[src/rtl/vdu_pkg.sv]
// Shared types for the VDU sprite line scheduler.
// Scheduler FSM states, table entry layout and on-screen sprite height.
package vdu_pkg;

    localparam int SPR_CORDW = 16;

    typedef enum logic [1:0] {
        IDLE,
        SCAN,
        DONE
    } sched_state_t;

    typedef struct packed {
        logic                        en;
        logic signed [SPR_CORDW-1:0] x;
        logic signed [SPR_CORDW-1:0] y;
    } spr_entry_t;

    function automatic int spr_line_h(input int h, input int scale);
        return h << scale;
    endfunction

endpackage

[src/rtl/sprite_table.sv]
// Shadow/active sprite position tables; shadow written by host,
// copied into active on frame commit, active read asynchronously.
module sprite_table
    import vdu_pkg::*;
#(
    parameter int SPR_CNT = 8,
    parameter int IW      = $clog2(SPR_CNT)
) (
    input  logic                        clk_i,
    input  logic                        rst_ni,
    input  logic                        we_i,
    input  logic [IW-1:0]               widx_i,
    input  logic                        wen_i,
    input  logic signed [SPR_CORDW-1:0] wx_i,
    input  logic signed [SPR_CORDW-1:0] wy_i,
    input  logic                        commit_i,
    input  logic [IW-1:0]               ridx_i,
    output spr_entry_t                  rd_o
);

    spr_entry_t shadow_q [SPR_CNT];
    spr_entry_t active_q [SPR_CNT];

    // Commit copies pre-write shadow; a coincident write lands in shadow only.
    always_ff @(posedge clk_i or negedge rst_ni) begin
        if (!rst_ni) begin
            for (int i = 0; i < SPR_CNT; i++) begin
                shadow_q[i] <= '0;
                active_q[i] <= '0;
            end
        end else begin
            if (commit_i) active_q <= shadow_q;
            if (we_i) shadow_q[widx_i] <= '{en: wen_i, x: wx_i, y: wy_i};
        end
    end

    assign rd_o = active_q[ridx_i];

endmodule

[src/rtl/sprite_line_sched.sv]
// Per-scanline sprite scheduler: scans the active table for the next line
// and assigns up to SLOTS intersecting sprites to hardware sprite engines.
module sprite_line_sched
    import vdu_pkg::*;
#(
    parameter int CORDW      = SPR_CORDW,
    parameter int SPR_CNT    = 8,
    parameter int SLOTS      = 2,
    parameter int SPR_HEIGHT = 8,
    parameter int SPR_SCALE  = 3,
    parameter int V_RES      = 272
) (
    input  logic                             clk_pix,
    input  logic                             rst_pix_n,
    input  logic                             frame,
    input  logic                             line,
    input  logic signed [CORDW-1:0]          sy,
    input  logic                             reg_we,
    input  logic [$clog2(SPR_CNT)-1:0]       reg_idx,
    input  logic                             reg_en,
    input  logic signed [CORDW-1:0]          reg_x,
    input  logic signed [CORDW-1:0]          reg_y,
    output logic [SLOTS-1:0]                 slot_valid,
    output logic [SLOTS*$clog2(SPR_CNT)-1:0] slot_idx,
    output logic [SLOTS*CORDW-1:0]           slot_x,
    output logic [SLOTS*CORDW-1:0]           slot_y,
    output logic                             sched_done,
    output logic                             overflow
);

    localparam int IW = $clog2(SPR_CNT);
    localparam int FW = $clog2(SLOTS + 1);
    localparam int H  = spr_line_h(SPR_HEIGHT, SPR_SCALE);
    localparam logic signed [CORDW-1:0] LAST_Y = CORDW'(V_RES - 1);

    sched_state_t state_q, state_d;

    logic [IW-1:0]           idx_q;
    logic signed [CORDW-1:0] t_q, t_d;
    logic [FW-1:0]           fill_q;
    logic                    ovf_q;
    logic [IW-1:0]           pidx_q [SLOTS];
    logic signed [CORDW-1:0] px_q   [SLOTS];
    logic signed [CORDW-1:0] py_q   [SLOTS];

    logic [SLOTS-1:0]       vld_q;
    logic [SLOTS*IW-1:0]    oidx_q;
    logic [SLOTS*CORDW-1:0] ox_q, oy_q;

    spr_entry_t            rd;
    logic signed [CORDW:0] ye, te, yend;
    logic                  hit, last;

    sprite_table #(.SPR_CNT(SPR_CNT)) u_table (
        .clk_i   (clk_pix),
        .rst_ni  (rst_pix_n),
        .we_i    (reg_we),
        .widx_i  (reg_idx),
        .wen_i   (reg_en),
        .wx_i    (reg_x),
        .wy_i    (reg_y),
        .commit_i(frame),
        .ridx_i  (idx_q),
        .rd_o    (rd)
    );

    always_comb begin
        t_d = sy + CORDW'(1);
        if (sy >= LAST_Y) t_d = '0;
    end

    // One extra bit so y+height cannot wrap near the coordinate limit.
    always_comb begin
        ye   = {rd.y[CORDW-1], rd.y};
        te   = {t_q[CORDW-1], t_q};
        yend = ye + (CORDW+1)'(H);
        hit  = rd.en && (ye <= te) && (te < yend);
        last = (idx_q == IW'(SPR_CNT - 1));
    end

    always_ff @(posedge clk_pix or negedge rst_pix_n) begin
        if (!rst_pix_n) state_q <= IDLE;
        else            state_q <= state_d;
    end

    always_comb begin
        state_d = state_q;
        if (line) begin
            state_d = SCAN;
        end else begin
            unique case (state_q)
                IDLE:    state_d = IDLE;
                SCAN:    if (last) state_d = DONE;
                DONE:    state_d = IDLE;
                default: state_d = IDLE;
            endcase
        end
    end

    always_comb begin
        sched_done = (state_q == DONE);
        overflow   = (state_q == DONE) && ovf_q;
    end

    always_ff @(posedge clk_pix or negedge rst_pix_n) begin
        if (!rst_pix_n) begin
            idx_q  <= '0;
            t_q    <= '0;
            fill_q <= '0;
            ovf_q  <= 1'b0;
            vld_q  <= '0;
            oidx_q <= '0;
            ox_q   <= '0;
            oy_q   <= '0;
            for (int s = 0; s < SLOTS; s++) begin
                pidx_q[s] <= '0;
                px_q[s]   <= '0;
                py_q[s]   <= '0;
            end
        end else if (line) begin
            t_q    <= t_d;
            idx_q  <= '0;
            fill_q <= '0;
            ovf_q  <= 1'b0;
            // Only a finished scan (back in IDLE) is promoted.
            for (int s = 0; s < SLOTS; s++) begin
                if (state_q == IDLE && FW'(s) < fill_q) begin
                    vld_q[s]                <= 1'b1;
                    oidx_q[s*IW +: IW]      <= pidx_q[s];
                    ox_q[s*CORDW +: CORDW]  <= px_q[s];
                    oy_q[s*CORDW +: CORDW]  <= py_q[s];
                end else begin
                    vld_q[s]                <= 1'b0;
                    oidx_q[s*IW +: IW]      <= '0;
                    ox_q[s*CORDW +: CORDW]  <= '0;
                    oy_q[s*CORDW +: CORDW]  <= '0;
                end
            end
        end else if (state_q == SCAN) begin
            idx_q <= idx_q + 1'b1;
            for (int s = 0; s < SLOTS; s++) begin
                if (hit && fill_q == FW'(s)) begin
                    pidx_q[s] <= idx_q;
                    px_q[s]   <= rd.x;
                    py_q[s]   <= rd.y;
                end
            end
            if (hit) begin
                if (fill_q < FW'(SLOTS)) fill_q <= fill_q + 1'b1;
                else                     ovf_q  <= 1'b1;
            end
        end
    end

    assign slot_valid = vld_q;
    assign slot_idx   = oidx_q;
    assign slot_x     = ox_q;
    assign slot_y     = oy_q;

endmodule

[config.mk]
export PLATFORM = sky130hd
export DESIGN_NAME = sprite_line_sched
export DESIGN_NICKNAME = d
export VERILOG_FILES = /design/src/rtl/vdu_pkg.sv /design/src/rtl/sprite_table.sv /design/src/rtl/sprite_line_sched.sv
export SDC_FILE = /design/constraint.sdc
export NUM_CORES = 1
export LEC_CHECK = 0
export CORE_ASPECT_RATIO = 0.8
export CORE_UTILIZATION = 39
export CTS_BUF_LIST = sky130_fd_sc_hd__clkbuf_16
export CTS_CLUSTER_DIAMETER = 30
export DETAILED_ROUTE_END_ITERATION = 10
export SYNTH_ARGS = -nofsm -noshare
export SYNTH_HDL_FRONTEND = slang
export SYNTH_SLANG_ARGS = --single-unit
[constraint.sdc]
create_clock -name clk_pix -period 4.5 [get_ports clk_pix]
set_input_delay 0.9 -clock clk_pix [delete_from_list [all_inputs] [get_ports clk_pix]]
set_output_delay 0.9 -clock clk_pix [all_outputs]
set_load 0.05 [all_outputs]
=== Word level (Yosys, flattened, before mapping) ===
Cells that the tools add are included.

* Bits in registers: 694
* Latch bits: 0
* RAM bits: 0
* Memory bits (read-only): 0
* Input bits: 57
* Output and inout bits: 74
* Word-level logic and storage cells: 130
* Memories kept: 0

* Add/subtract/negate cells: 4
* Multiply operators: 0
* Div/mod/pow operators: 0
* Order comparisons: 9
* Equality and inequality tests: 6
* Shift operators: 0
* Muxes and demuxes: 28
* Bitwise gates (word level): 3
* Reductions and logical operators: 17

{| class="wikitable"
|+ Operators by type and width
! kind !! number
|-
| 264-bit bitwise mux || 1
|-
| 33-bit binary-select mux with 3-bit select || 1
|-
| 33-bit demux with 3-bit select || 1
|-
| 33-bit 2-to-1 mux || 3
|-
| 16-bit 2-to-1 mux || 5
|-
| 16-bit by 8-bit adder with 17-bit output, second input constant || 1
|-
| 16-bit by 17-bit < comparator with 1-bit output || 1
|-
| 16-bit by 2-bit adder with 16-bit output, second input constant || 1
|-
| 16-bit by 10-bit >= comparator with 1-bit output, second input constant || 1
|-
| 16-bit <= comparator || 1
|-
| 2-bit 2-to-1 mux || 7
|-
| 3-bit 2-to-1 mux || 4
|-
| 3-bit AND reduction || 4
|-
| 4-bit >= comparator, second input constant || 2
|-
| 1-bit logical AND || 8
|-
| 3-bit inverter with 4-bit output || 2
|-
| 1-bit 2-to-1 mux || 6
|-
| 2-bit nonzero test || 3
|-
| 2-bit by 1-bit == test with 1-bit output, second input constant || 2
|-
| 2-bit logical NOT || 2
|-
| 1-bit by 2-bit < comparator with 1-bit output, first input constant || 2
|-
| 4-bit by 1-bit < comparator with 1-bit output, second input constant || 1
|-
| 3-bit by 1-bit adder with 3-bit output, second input constant || 1
|-
| 3-bit == test, second input constant || 1
|-
| 6 further kinds || 6
|}

=== Logic depth before layout (Yosys ltp) ===
Gate-level depths: netlist (run 1).

* Depth in word-level cells: 10
* Gate-level depth with buffers: 18
* Gate-level depth less buffers: 14

=== Modules after synthesis ===
From an unflattened synthesis (run 1), not the netlist that was laid out.

* Cell total of the unflattened synthesis: 1,797
* Area, all modules: 28,890.2 µm²

{| class="wikitable"
|+ Modules (own cells, without submodules)
! module !! times used !! cells each !! area an instance (µm²)
|-
| sprite_table || 1 || 1,241 || 21,564.4
|-
| sprite_line_sched || 1 || 556 || 7,325.8
|}

=== Worst setup path before layout (run 1) ===
No wires, ideal clock.

* Kind: flip-flop to flip-flop
* Start point: reg idx_q[0]
* End point: reg pidx_q[0] (netlist bit)
* Arrival time: 4.228 ns
* Data required time: 4.375 ns
* Path slack: 0.147 ns
* Cell stages (with the launch flop): 17
* Path buffers: 4
* Cells stage by stage: dfrtp_1 > buf_2 > buf_2 > mux4_2 > mux2_2 > ha_1 > xnor2_1 > ha_1 > nand4b_1 > or4b_1 > nand3_1 > a211o_2 > mux2i_2 > and4_1 > buf_6 > buf_12 > mux2_4

{| class="wikitable"
|+ RTL lines
! what !! line !! RTL
|-
| start: declaration || sprite_line_sched.sv:38 || <nowiki>logic [IW-1:0] idx_q;</nowiki>
|-
| start signal: assignment || sprite_line_sched.sv:140 || <nowiki>idx_q <= idx_q + 1'b1;</nowiki>
|-
| end signal: indexed assignment || sprite_line_sched.sv:143 || <nowiki>pidx_q[s] <= idx_q;</nowiki>
|-
| end: declaration || sprite_line_sched.sv:42 || <nowiki>logic [IW-1:0] pidx_q [SLOTS];</nowiki>
|}

==> run summary, run 1 <==
Yosys mapped a number of flops with a built-in enable equal to 0. Area added between synthesis and finish: 27.14%. The tree built by TritonCTS fans out to 694 sinks. Worst hold slack across all endpoints: 326.1 ps. Counting buffers and inverters, the worst setup path is 14 cells deep. The total met3 wirelength after detailed routing came out at 2881 um. The worst path uses 96.88% of the clock period. The later pin in the worst-skew pair is clocked with a latency of 690 ps.

The worst setup path is captured at a register. The worst-margin pin slew is 1036 ps, and the max-capacitance violation count is 0. Worst hold path class: in -> async. The floorplan step set the die width to 306.7 um. VDD sags by at most 0.3843 mV. The critical path ends at px_q[26].

The run gives 30.92% as the relative slew slack. The ratio of total power to cell area came out at 614.7 nW/um2. Counting flops with an async set or reset pin after synthesis yields a share of 100.0%. The number of antenna violations at the first check in global routing is 3. Detailed placement ended at an HPWL of 39850 um.

The flow ran to the end, and the final reports show no timing, DRC or antenna violations. In this run the worst path has a maximum fanout of 8. The worst path in the final design needs a cycle of 4360 ps, including I/O delays and setup. STA puts the critical path data arrival time at 4910 ps. Summing the sequential cell areas from Yosys gives 59.96% of the chip area.

The number of levels the H-tree was split into is 4. Type of the setup path with the least slack: reg -> reg. Pin placement for this block handled 131 I/O pins. The Yosys step of the flow raised 0 warnings. The final number of max-transition violations was 0; the count of port buffers added during placement was 130. The clock tree buffer depth was 3; the gate count of the mapped netlist was 1796. The largest individual stage delay along the critical path comes from the cell or4b_1. The floorplan has 88 rows.

Counting both buffers and inverters, the worst setup path holds a total of 3. Across every metal layer, demand over resource in global routing totals 18.42%. Excluding fillers, the count of instances in the completed layout stands at 3146.

Measured along the y axis, the die boundary spans 245.8 um. The maximum achievable frequency is 0.2294 GHz. The via count of the routed design was 16.20k.

The via count of the first global-routing pass is 17.55k. Leaving out fill and tap cells, the most frequent cell in the layout is dfrtp_1. In this run, post-CTS hold repair placed 0 buffers.

Final number of setup-violating endpoints: 0. The cell family contributing the most delay on the critical path is multiplexers. The routed length on met2 was 30220 um; the total length of routed wires was 66960 um. TritonCTS created 141 clock buffers. The run gives 0 as the global-route congestion overflow total. For the leakage power summed over all cells, the log shows 16.08 nW.

Entering global routing, the biggest net connects 115 pins. Tracing the worst setup path back leads to its startpoint at idx_q[0]. After the last flow step, the layout net total stands at 2136. The floorplan step defined a core boundary enclosing 72780 um2.

The startpoint identified for the worst register-to-register timing path is idx_q[0]. Kind of launch point of the worst setup path: a register. For this block, the initial DRC count from the detailed router was 754. At the end of routability-driven placement, the weighted congestion stood at 0.8016. The tools report the residual DRC count as 0. The tools report the capture point of the worst reg-to-reg path as px_q[26]. The count of state elements after synthesis works out to 694. The number of failing hold endpoints at the final stage came out at 0. Walking the worst path, the cells encountered are buf_12, mux4_2, mux2_2, buf_4, xnor2_1, ha_1, nand4b_1, or4b_1, nand3_1, a211o_2, mux2i_4, and4_4, clkbuf_16, mux2_4. The average instance in the mapped netlist occupies 16.13 um2. Between clock sinks in the finished design, the worst skew comes to 27.14 ps. The first global-routing pass estimated 106200 um of wire. The pre-antenna-repair detailed-routing pass consisted of 5 iterations.

Clock-pin slew was measured on the worst setup and hold paths at 50 ps. The layout has 5978 filler cells. The mapped netlist covers 28970 um2. The netlist uses 50 different library cells.

Once the floorplan was initialized, standard cells occupied 39.80% of the core. The tools report the root buffer cell as clkbuf_16. The maximum single-stage delay on the critical path was 520 ps. For the post-route met1 wirelength, the log shows 32690 um. When the netlist entered floorplanning its net count stood at 1892.

Die area: 75370 um2. The tools report the placed cell count as 2877. The wire length per cell is 21.28 um, and the required time of the critical path is 5050 ps. Register-to-register setup slack: 140 ps. In this run the remaining antenna-violating nets after routing total 0.

The post-route netlist has 46.96% of its cells at a drive strength greater than 1. Dividing the detail-routed via count by the number of cells gives 5.148. Uppermost signal routing layer after detailed routing: met5.

The main flop type after synthesis was dfrtp_1. The final sum of negative setup slack is 0 ps, and the number of cell instances on the worst register-to-register path is 14. TritonCTS built the clock tree. Leaving out fill and tap cells, the most frequent cells in the layout are 691 x dfrtp_1, 570 x mux2_2, 152 x clkbuf_16, 128 x clkdlybuf4s50_1, 70 x a22o_1.
[state kept, by name, indices dropped and copies added (netlist names)]
name / cells
u_table.active_q: 264
u_table.shadow_q: 264
px_q: 32
py_q: 32
slot_x: 32
slot_y: 32
t_q: 16
pidx_q: 6
slot_idx: 6
idx_q: 3
fill_q: 2
slot_valid: 2
state_q: 2
ovf_q: 1
[layer usage]
metal  GRT usage, %  up-vias
met5              0        -
met4          6.147        2
met3          4.361      102
met2          27.35      325
met1          26.45     8616
li1               -     7152
[through the flow]
step	utilization (%)	power, mW	setup WS [ps]	area (um2)
6_report	50.60	22.64	140.2	36830
3_5_place_dp	43.55	12.02	27.21	31690
4_1_cts	50.32	22.77	9.643	36630
2_1_floorplan	-	10.79	147.3	28970
3_3_place_gp	43.55	11.84	62.80	31690
5_1_grt	50.59	23.68	-22.86	36820
[worst min-delay path by stage]
stage | startpoint | end | slack [ps]
6_report | rst_pix_n | u_table.shadow_q[193] | 330
3_3_place_gp | slot_valid[1] | slot_valid[1] | 460
5_1_grt | rst_pix_n | u_table.shadow_q[94] | 380
2_1_floorplan | ovf_q | ovf_q | 450
4_1_cts | rst_pix_n | u_table.active_q[29] | 370
3_5_place_dp | pidx_q[2] | slot_idx[5] | 480
[final cells by class]
cell class | count | area [um2] | share of cell area (%)
clock inverter | 110 | 1227 | 3.333
tap | 990 | 1239 | 3.364
antenna | 1 | 2.502 | 0.006795
timing repair buffer | 205 | 2152 | 5.844
inverter | 28 | 105.1 | 0.2854
multi-input combinational | 970 | 11020 | 29.93
sequential | 694 | 17380 | 47.18
clock buffer | 148 | 3704 | 10.06
[report_power, final]
group / internal [mW] / total [mW] / switching [mW] / leakage (nW)
Combinational: 2.13 / 3.57 / 1.44 / 5.04
Clock: 7.34 / 10.6 / 3.27 / 2.46
Sequential: 7.67 / 8.45 / 0.775 / 8.57
[timing repair]
action / 4_1_cts / 5_1_grt
endpoints found under the setup margin: 0 / 70
resized for setup: 0 / 10
buffers inserted: 0 / 5
[Yosys cell counts, drive strengths merged, types with 6 or more instances]
| master | number | area [um2] |
|---|---|---|
| a21o | 6 | 45.04 |
| a21oi | 13 | 65.06 |
| a22o | 70 | 613.1 |
| buf | 21 | 214.0 |
| clkbuf | 83 | 311.6 |
| dfrtp | 694 | 17370 |
| ha | 39 | 488.0 |
| inv | 28 | 105.1 |
| mux2 | 630 | 7320 |
| mux4 | 66 | 1486 |
| nand2 | 15 | 56.30 |
| nand3 | 15 | 75.07 |
| nor2 | 17 | 63.81 |
| o21ai | 8 | 40.03 |
| o22ai | 16 | 100.1 |
| xnor2 | 10 | 87.58 |
| xor2 | 12 | 105.1 |
[cell families after synthesis]
| kind of cell | count (synthesis) | share of synthesized area (%) |
|---|---|---|
| multiplexers | 700 | 30.55 |
| flip-flops | 694 | 59.96 |
| AO/OA/AOI/OAI | 123 | 3.292 |
| AND/OR/NAND/NOR | 86 | 1.672 |
| adder cells (fa/ha/maj) | 39 | 1.685 |
| XOR/XNOR | 22 | 0.6652 |
| buffers and inverters | 132 | 2.177 |
Power figures use the tool's default switching activity.
==> inputs of run 2 (changes only) <==
SLEW_MARGIN = 20   (was default)
==> results of run 2 <==
No change in the layout: final DEF, timing and power equal those of run 1.
